$ cat config.mk
export PLATFORM = sky130hd
export DESIGN_NAME = ghost_collision_detector
export DESIGN_NICKNAME = d
export VERILOG_FILES = /design/src/rtl/ghost_pkg.sv /design/src/rtl/frame_cooldown_counter.sv /design/src/rtl/ghost_collision_detector.sv
export SDC_FILE = /design/constraint.sdc
export NUM_CORES = 1
export LEC_CHECK = 0
export BUFFER_PORTS_ARGS = -buffer_cell sky130_fd_sc_hd__buf_4
export CORE_UTILIZATION = 51
export CTS_CLUSTER_DIAMETER = 150
export DETAILED_ROUTE_END_ITERATION = 10
export GPL_TIMING_DRIVEN = 1
export MAX_ROUTING_LAYER = met4
export PLACE_DENSITY = 0.81
export SYNTH_ARGS = -nofsm -noshare
export SYNTH_HDL_FRONTEND = slang
export SYNTH_SLANG_ARGS = --single-unit
$ cat constraint.sdc
create_clock -name clk -period 1.8 [get_ports clk]
set_input_delay 0.36 -clock clk [delete_from_list [all_inputs] [get_ports clk]]
set_output_delay 0.36 -clock clk [all_outputs]
set_load 0.005 [all_outputs]
$ cat src/rtl/ghost_pkg.sv
// Shared types and constants for the ghost collision detector: edge codes,
// the per-frame edge mask type and the invulnerability FSM states.
package ghost_pkg;

  localparam int EDGE_BOTTOM = 0;
  localparam int EDGE_LEFT   = 1;
  localparam int EDGE_RIGHT  = 2;
  localparam int EDGE_TOP    = 3;
  localparam int EDGE_CORNER = 4;

  typedef logic [4:0] edge_mask_t;

  typedef enum logic {
    ACTIVE   = 1'b0,
    COOLDOWN = 1'b1
  } ghost_state_e;

endpackage

$ cat src/rtl/frame_cooldown_counter.sv
// Pac-Man/ghost contact FSM: emits one hit pulse, then holds the invulnerable
// flag for INVULN_FRAMES frame boundaries before accepting contacts again.
module frame_cooldown_counter
  import ghost_pkg::*;
#(
  parameter int INVULN_FRAMES = 60
) (
  input  logic clk,
  input  logic reset,
  input  logic start_of_frame,
  input  logic contact,
  output logic hit_pulse,
  output logic invulnerable
);

  localparam int CNT_W = $clog2(INVULN_FRAMES + 1);
  localparam logic [CNT_W-1:0] LAST_FRAME = CNT_W'(INVULN_FRAMES - 1);

  ghost_state_e     state_q, state_d;
  logic [CNT_W-1:0] cnt_q, cnt_d;
  logic             hit_q, hit_d;

  // NOTE: non-blocking assignments keep every flop sampling pre-edge values.
  always_ff @(posedge clk) begin
    if (reset) begin
      state_q <= ACTIVE;
      cnt_q   <= '0;
      hit_q   <= 1'b0;
    end else begin
      state_q <= state_d;
      cnt_q   <= cnt_d;
      hit_q   <= hit_d;
    end
  end

  // NOTE: defaults first so every path assigns every output and no latch forms.
  always_comb begin
    state_d = state_q;
    cnt_d   = cnt_q;
    hit_d   = 1'b0;
    case (state_q)
      ACTIVE: begin
        if (contact) begin
          hit_d   = 1'b1;
          state_d = COOLDOWN;
          cnt_d   = '0;
        end
      end
      COOLDOWN: begin
        if (start_of_frame) begin
          if (cnt_q == LAST_FRAME) begin
            state_d = ACTIVE;
            cnt_d   = '0;
          end else begin
            cnt_d = cnt_q + CNT_W'(1);
          end
        end
      end
      default: state_d = ACTIVE;
    endcase
  end

  assign hit_pulse    = hit_q;
  assign invulnerable = (state_q == COOLDOWN);

endmodule

$ cat src/rtl/ghost_collision_detector.sv
// Samples ghost/wall/Pac-Man draw requests during the scan, accumulates ghost
// edges touching walls per frame and reports them once per frame.
module ghost_collision_detector
  import ghost_pkg::*;
#(
  parameter int INVULN_FRAMES = 60,
  parameter int EDGE_CODES    = 5
) (
  input  logic       clk,
  input  logic       reset,
  input  logic       startOfFrame,
  input  logic       enable,
  input  logic       ghostDrawingRequest,
  input  logic [2:0] ghostHitEdgeCode,
  input  logic       pacmanDrawingRequest,
  input  logic       wallDrawingRequest,
  output logic       ghostWallHit,
  output logic [4:0] ghostWallEdgeMask,
  output logic       pacmanGhostHit,
  output logic       invulnerable
);

  logic       gw, pg;
  edge_mask_t pixel_mask;
  edge_mask_t accum_q;
  edge_mask_t mask_q;
  logic       wall_hit_q;

  assign gw = enable & ghostDrawingRequest & wallDrawingRequest;
  assign pg = enable & ghostDrawingRequest & pacmanDrawingRequest;

  always_comb begin
    pixel_mask = '0;
    if (gw && (int'(ghostHitEdgeCode) < EDGE_CODES))
      pixel_mask = edge_mask_t'(1) << ghostHitEdgeCode;
  end

  // A wall pixel on the frame-start cycle belongs to the new frame, so it
  // seeds the accumulator instead of being lost to the clear.
  always_ff @(posedge clk) begin
    if (reset) begin
      accum_q    <= '0;
      mask_q     <= '0;
      wall_hit_q <= 1'b0;
    end else if (startOfFrame) begin
      mask_q     <= accum_q;
      wall_hit_q <= |accum_q;
      accum_q    <= pixel_mask;
    end else begin
      wall_hit_q <= 1'b0;
      accum_q    <= accum_q | pixel_mask;
    end
  end

  frame_cooldown_counter #(
    .INVULN_FRAMES(INVULN_FRAMES)
  ) u_cooldown (
    .clk           (clk),
    .reset         (reset),
    .start_of_frame(startOfFrame),
    .contact       (pg),
    .hit_pulse     (pacmanGhostHit),
    .invulnerable  (invulnerable)
  );

  assign ghostWallHit      = wall_hit_q;
  assign ghostWallEdgeMask = mask_q;

endmodule

==> impl_metrics.json, run 1 <==
{
  "status": "finished, final reports clean",
  "fp.dieW_um": 42.1,
  "hold_path.startpoint": "ghostHitEdgeCode[0]",
  "power-per-cell-area_nw_per_um2": 715,
  "io_buffers": 17,
  "antenna_found_initial": 0,
  "clkLatencyLatePin_ns": 0.29,
  "yosysUniqueCellTypes": 29,
  "power.switching_w": 0.000161,
  "antenna_left": 0,
  "final_nets": 117,
  "regToRegSetupSlack_ns": 0.42,
  "drt_first_iter_violations": 8,
  "yosysSeqAreaShare_pct": 46.5,
  "worstMarginPinSlew_ns": 0.270,
  "yosysWarnings": 0,
  "p_seq_share_pct": 61.6,
  "cts_root_buf": "clkbuf_4",
  "synthArstFlopShare_pct": 0,
  "first_pass_iters": 4,
  "routed_wirelength_um": 1630,
  "max-vdd-ir-drop_mv": 0.614,
  "cts-resized-gates": 0,
  "final_cell_count_no_fill": 121,
  "cp.required_ns": 2.01,
  "fp.coreArea_um2": 1510,
  "worstSetupEndpointType": "flip-flop",
  "ys_seq_elements": 19,
  "pwr-share-comb_pct": 8.6,
  "syn-num-nets": 98,
  "dp_cells": 117,
  "cts_tree": "yes",
  "grt_pass1_vias": 646,
  "grt_max_degree": 21,
  "r2r_cells": 5,
  "dieArea_um2": 1770,
  "grt_usage_pct": 20.6,
  "syn_avg_cell_area_um2": 9.41,
  "cts_hold_buf": 0,
  "drc": 0,
  "leakage_nw": 0.419,
  "r2r_end": "u_cooldown.cnt_q[3]",
  "max_freq_mhz": 726,
  "vias": 689,
  "setup_viol": 0,
  "post_cts_buffers": 0,
  "fin_skew_ns": 0.00137,
  "antennaDiodeCount": 0,
  "cp-start-kind": "flip-flop",
  "maxSlewViolCount": 0,
  "stdcell_area_um2": 975,
  "fin_crit_sh_pct": 76.5,
  "p_sw_share_pct": 23.1,
  "rsz0062_at_grt": "no",
  "maxCapViolations": 0,
  "dpl_cell_area_um2": 947,
  "period_needed_ns": 1.38,
  "cts.sinks": 19,
  "drive_above_1_share_pct": 23.8,
  "synth-edff-count": 0,
  "finalSetupTns_ns": 0,
  "initial_core_util_pct": 54.3,
  "ios": 18,
  "die_h_um": 42.1,
  "grt_overflow": 0,
  "crit_type": "flip-flop to flip-flop",
  "area_growth_syn_to_layout_pct": 19.1,
  "path_delay_family": "compound AO/OA/AOI/OAI gates",
  "path_buf_inv": 0,
  "crit_chain": "ha_1 > nor2b_4 > a41oi_4 > nand2b_1 > a311oi_1",
  "routabilityCongestion": 0.860,
  "cts_buffers": 3,
  "cp_slowest_stage_delay_ns": 0.34,
  "syn_inst": 87,
  "path_max_fanout": 4,
  "clk_pin_slew_ns": 0.10,
  "fillers": 134,
  "hold_violations": 0,
  "cpMaxStageDelayCell": "dfxtp_1",
  "whs_path_depth": 3,
  "p_int_w": 0.000536,
  "synth_flop_cell": "dfxtp_1",
  "vias_per_cell": 5.69,
  "htreeDepth": 1,
  "slew_headroom_pct": 82.0,
  "hpwl_um": 1200,
  "min_to": "accum_q[1]",
  "wl_per_cell_um": 13.4,
  "crit_arrival_ns": 1.58,
  "clockPowerShare_pct": 29.8,
  "cts_max_path_buffers": 2,
  "grt_pass1_wl_um": 2720,
  "rows": 14,
  "syn_area_um2": 818,
  "regToRegStartpoint": "u_cooldown.cnt_q[0]",
  "min_path_type": "input port to flip-flop"
}
-- synth_stat cells, types with 2 or more instances --
cell type  instances  share of area [%]
nand4_1            2                1.5
nor2_1            16                7.3
mux2i_1            6                7.3
nor3_1             5                3.1
a31oi_1            2                1.5
a32oi_1            4                4.3
and3_1             2                1.5
nand3_1            2                1.2
inv_1              4                1.8
a21oi_1            5                3.1
nand2_1            3                1.4
dfxtp_1           19                 46
-- registers in the layout, summed over array words and instances, names as in the netlist --
name,count
u_cooldown.cnt_q,6
accum_q,5
ghostWallEdgeMask,5
ghostWallHit,1
u_cooldown.hit_pulse,1
u_cooldown.invulnerable,1
-- stage by stage --
stage	power (W)	utilization [%]	hold slack [ns]	setup WS, ns
4_1_cts	0.000701	64.7	0.351	0.416
6_report	0.000696	64.7	0.356	0.422
3_3_place_gp	0.000497	62.9	0.477	0.479
3_5_place_dp	0.000498	62.9	0.486	0.442
5_1_grt	0.000729	64.7	0.351	0.357
2_1_floorplan	0.000472	-	0.458	0.519
-- worst max-delay path by stage --
stage / startpoint / endpoint / slack, ns / cells past startpoint
2_1_floorplan: u_cooldown.cnt_q[0] / u_cooldown.cnt_q[3] / 0.52 / 5
3_3_place_gp: u_cooldown.cnt_q[0] / u_cooldown.cnt_q[3] / 0.48 / 5
3_5_place_dp: u_cooldown.cnt_q[0] / u_cooldown.cnt_q[3] / 0.44 / 5
4_1_cts: u_cooldown.cnt_q[0] / u_cooldown.cnt_q[3] / 0.42 / 5
5_1_grt: u_cooldown.cnt_q[0] / u_cooldown.cnt_q[3] / 0.36 / 5
6_report: u_cooldown.cnt_q[0] / u_cooldown.cnt_q[3] / 0.42 / 5
-- metal layers --
layer | up-vias | share of wire, % | GRT usage (%)
li1 | 354 | - | -
met5 | - | 0 | -
met1 | 316 | 43 | 24.9
met3 | 2 | 3.4 | 2.59
met4 | 0 | 1.2 | 7.50
met2 | 17 | 52 | 35.3
-- tightest hold or removal path, stage by stage --
cell	delay [ns]
buf_4	0.10
a32oi_1	0.08
nor2_1	0.08
-- power by group through the flow --
stage               Clock (W)  Sequential (W)  Combinational (W)
floorplan                   0        0.000438          0.0000341
global placement            0        0.000438          0.0000589
detailed placement          0        0.000439          0.0000595
CTS                  0.000213        0.000429          0.0000595
global route         0.000234        0.000430          0.0000645
finish               0.000208        0.000429          0.0000599
-- cells by family (layout without fill, tap and decap cells) --
logic type               count (synthesis)  count (layout)  share of synthesized area (%)
adder cells (fa/ha/maj)                  1               1                           1.53
buffers and inverters                    7              25                           4.13
multiplexers                             6               6                           7.34
AO/OA/AOI/OAI                           17              17                           16.8
flip-flops                              19              19                           46.5
AND/OR/NAND/NOR                         37              37                           23.7
-- final cells by class --
class	count	area, um^2	share of cell area (%)
flip-flops and latches	19	380	39.0
inverters	4	15.0	1.54
multi-input cells	61	404	41.5
clock buffers	3	22.5	2.31
repair buffers	17	128	13.1
well taps	16	20.0	2.05
clock inverters	1	5.00	0.513
-- cell usage in the layout, fill, tap and decap left out, drive strengths merged, types with 3 or more instances in the layout --
| cell type | count |
|---|---|
| a21oi | 5 |
| inv | 4 |
| clkbuf | 3 |
| dfxtp | 19 |
| nor3 | 5 |
| nand2 | 4 |
| buf | 17 |
| nor2 | 16 |
| a32oi | 4 |
| mux2i | 6 |
Note: power is estimated with default switching activity, not from simulation.
==> run 2, diff against run 1 <==
==> constraint.sdc (replaced) <==
create_clock -name clk -period 1.4 [get_ports clk]
set_input_delay 0.28 -clock clk [delete_from_list [all_inputs] [get_ports clk]]
set_output_delay 0.28 -clock clk [all_outputs]
set_load 0.005 [all_outputs]
==> run 2 against run 1 <==
Effect of this change:
- combinational power grew 29%
- clock-buffer cell count stayed put
- clock skew increased by 0.0052 ns
- fmax up 6.8%
- flip-flop and latch count unchanged
- largest cell class unchanged
- largest power group unchanged
==> impl_metrics.json, run 2 (synthesis gave the netlist of run 1 again) <==
{
  "status": "finished, final reports clean",
  "ios": 18,
  "period_needed_ns": 1.29,
  "area_growth_syn_to_layout_pct": 20.0,
  "cts.sinks": 19,
  "htreeDepth": 1,
  "largest_reg_flops": 6,
  "final_cell_mix": "dfxtp_1 (18), buf_4 (17), nor2_1 (16)",
  "cts_root_buf": "clkbuf_4",
  "clkLatencyLatePin_ns": 0.29,
  "crit_arrival_ns": 1.51,
  "cp.required_ns": 1.62,
  "final_core_util_pct": 65.2,
  "grt_pass1_wl_um": 2670,
  "fin_crit_sh_pct": 92.1,
  "grt_max_degree": 21,
  "first_pass_iters": 4,
  "rsz0062_at_grt": "no",
  "worstSetupEndpointType": "flip-flop",
  "final_nets": 117,
  "die_h_um": 42.1,
  "routed_wirelength_um": 1610,
  "cp-endpoint": "u_cooldown.cnt_q[3]",
  "drc": 0,
  "hold_slack_ns": 0.263,
  "wl_per_cell_um": 13.3,
  "antenna_found_initial": 0,
  "slew_headroom_pct": 79.6,
  "leakage_nw": 0.421,
  "regToRegSetupSlack_ns": 0.11,
  "fp.dieW_um": 42.1,
  "max_freq_mhz": 775,
  "fin_skew_ns": 0.00657,
  "regToRegStartpoint": "u_cooldown.cnt_q[0]",
  "top_register": "u_cooldown.cnt_q",
  "cts_max_path_buffers": 2,
  "dieArea_um2": 1770,
  "grt_usage_pct": 19.9,
  "cp-startpoint": "u_cooldown.cnt_q[0]",
  "r2r_end": "u_cooldown.cnt_q[3]",
  "setup_viol": 0,
  "max-vdd-ir-drop_mv": 0.626,
  "post_cts_buffers": 0,
  "worstMarginPinSlew_ns": 0.306,
  "r2r_cells": 5,
  "io_buffers": 17,
  "fillers": 133,
  "power-per-cell-area_nw_per_um2": 914,
  "fp.coreArea_um2": 1510,
  "grt_pass1_vias": 676,
  "maxCapViolations": 0,
  "routabilityCongestion": 0.848,
  "maxSlewViolCount": 0,
  "rows": 14,
  "drt_first_iter_violations": 14,
  "crit_type": "flip-flop to flip-flop",
  "vias": 706,
  "pre_cts_slack_ns": 0.0384,
  "hold_violations": 0,
  "finalWorstSetupSlack_ns": 0.110,
  "initial_core_util_pct": 54.3,
  "hold_path.startpoint": "ghostHitEdgeCode[2]",
  "finalSetupTns_ns": 0,
  "cts_hold_buf": 0,
  "min_path_type": "input port to flip-flop",
  "antennaDiodeCount": 0,
  "cts_buffers": 3,
  "cts_tree": "yes",
  "power_w": 0.000898,
  "antenna_left": 0,
  "seqCellArea_um2": 382,
  "drive_above_1_share_pct": 25.7,
  "hpwl_um": 1220,
  "path_max_fanout": 4,
  "cp-start-kind": "flip-flop",
  "vias_per_cell": 5.83,
  "multiInputGateArea_um2": 410,
  "grt_overflow": 0,
  "clk_pin_slew_ns": 0.11,
  "mostFrequentLayoutCell": "dfxtp_1"
}
-- run 2: routing by layer --
metal	wire length, um	track usage [%]	vias to the layer above
met2	865	35.3	23
met3	61	3.88	2
met1	674	20.8	330
li1	-	-	351
met4	12	10.6	0
met5	0	-	-
-- run 2: timing repair --
| item | 4_1_cts | 5_1_grt |
|---|---|---|
| resized for setup | 0 | 2 |
| setup endpoints to repair | 0 | 1 |
| hold endpoints to repair | 0 | 0 |
-- run 2: metrics by stage --
stage / area [um^2] / instances
finish: 982 / 121
detailed placement: 947 / 117
global route: 982 / 121
CTS: 975 / 121
global placement: 947 / 117
floorplan: 818 / 87
-- run 2: layout make-up --
cell class                 count  share of cell area [%]
clock buffer                   3                    2.29
timing repair buffer          17                    13.0
sequential                    19                    38.9
tap                           16                    2.04
clock inverter                 1                   0.510
multi-input combinational     61                    41.8
inverter                       4                    1.53
-- run 2: where the power goes --
part	switching [W]	leakage, nW	internal [W]
registers	0.00000580	0.154	0.000546
logic	0.0000406	0.249	0.0000368
clock network	0.000163	0.0177	0.000106
total	0.000209	0.421	0.000689
-- run 2: worst min-delay path by stage --
stage                           endpoint  slack, ns  cells past startpoint
floorplan                     accum_q[2]       0.44                      2
global placement    ghostWallEdgeMask[3]       0.48                      2
detailed placement            accum_q[2]       0.48                      2
CTS                           accum_q[4]       0.26                      3
global route                  accum_q[4]       0.26                      3
finish                        accum_q[4]       0.26                      3
-- run 2: worst max-delay path: stages (launching register included) --
cell and delay, ns:
dfxtp_2 0.35, ha_1 0.22, nor2b_4 0.15, a41oi_4 0.18, nand2b_1 0.10, a311oi_2 0.22
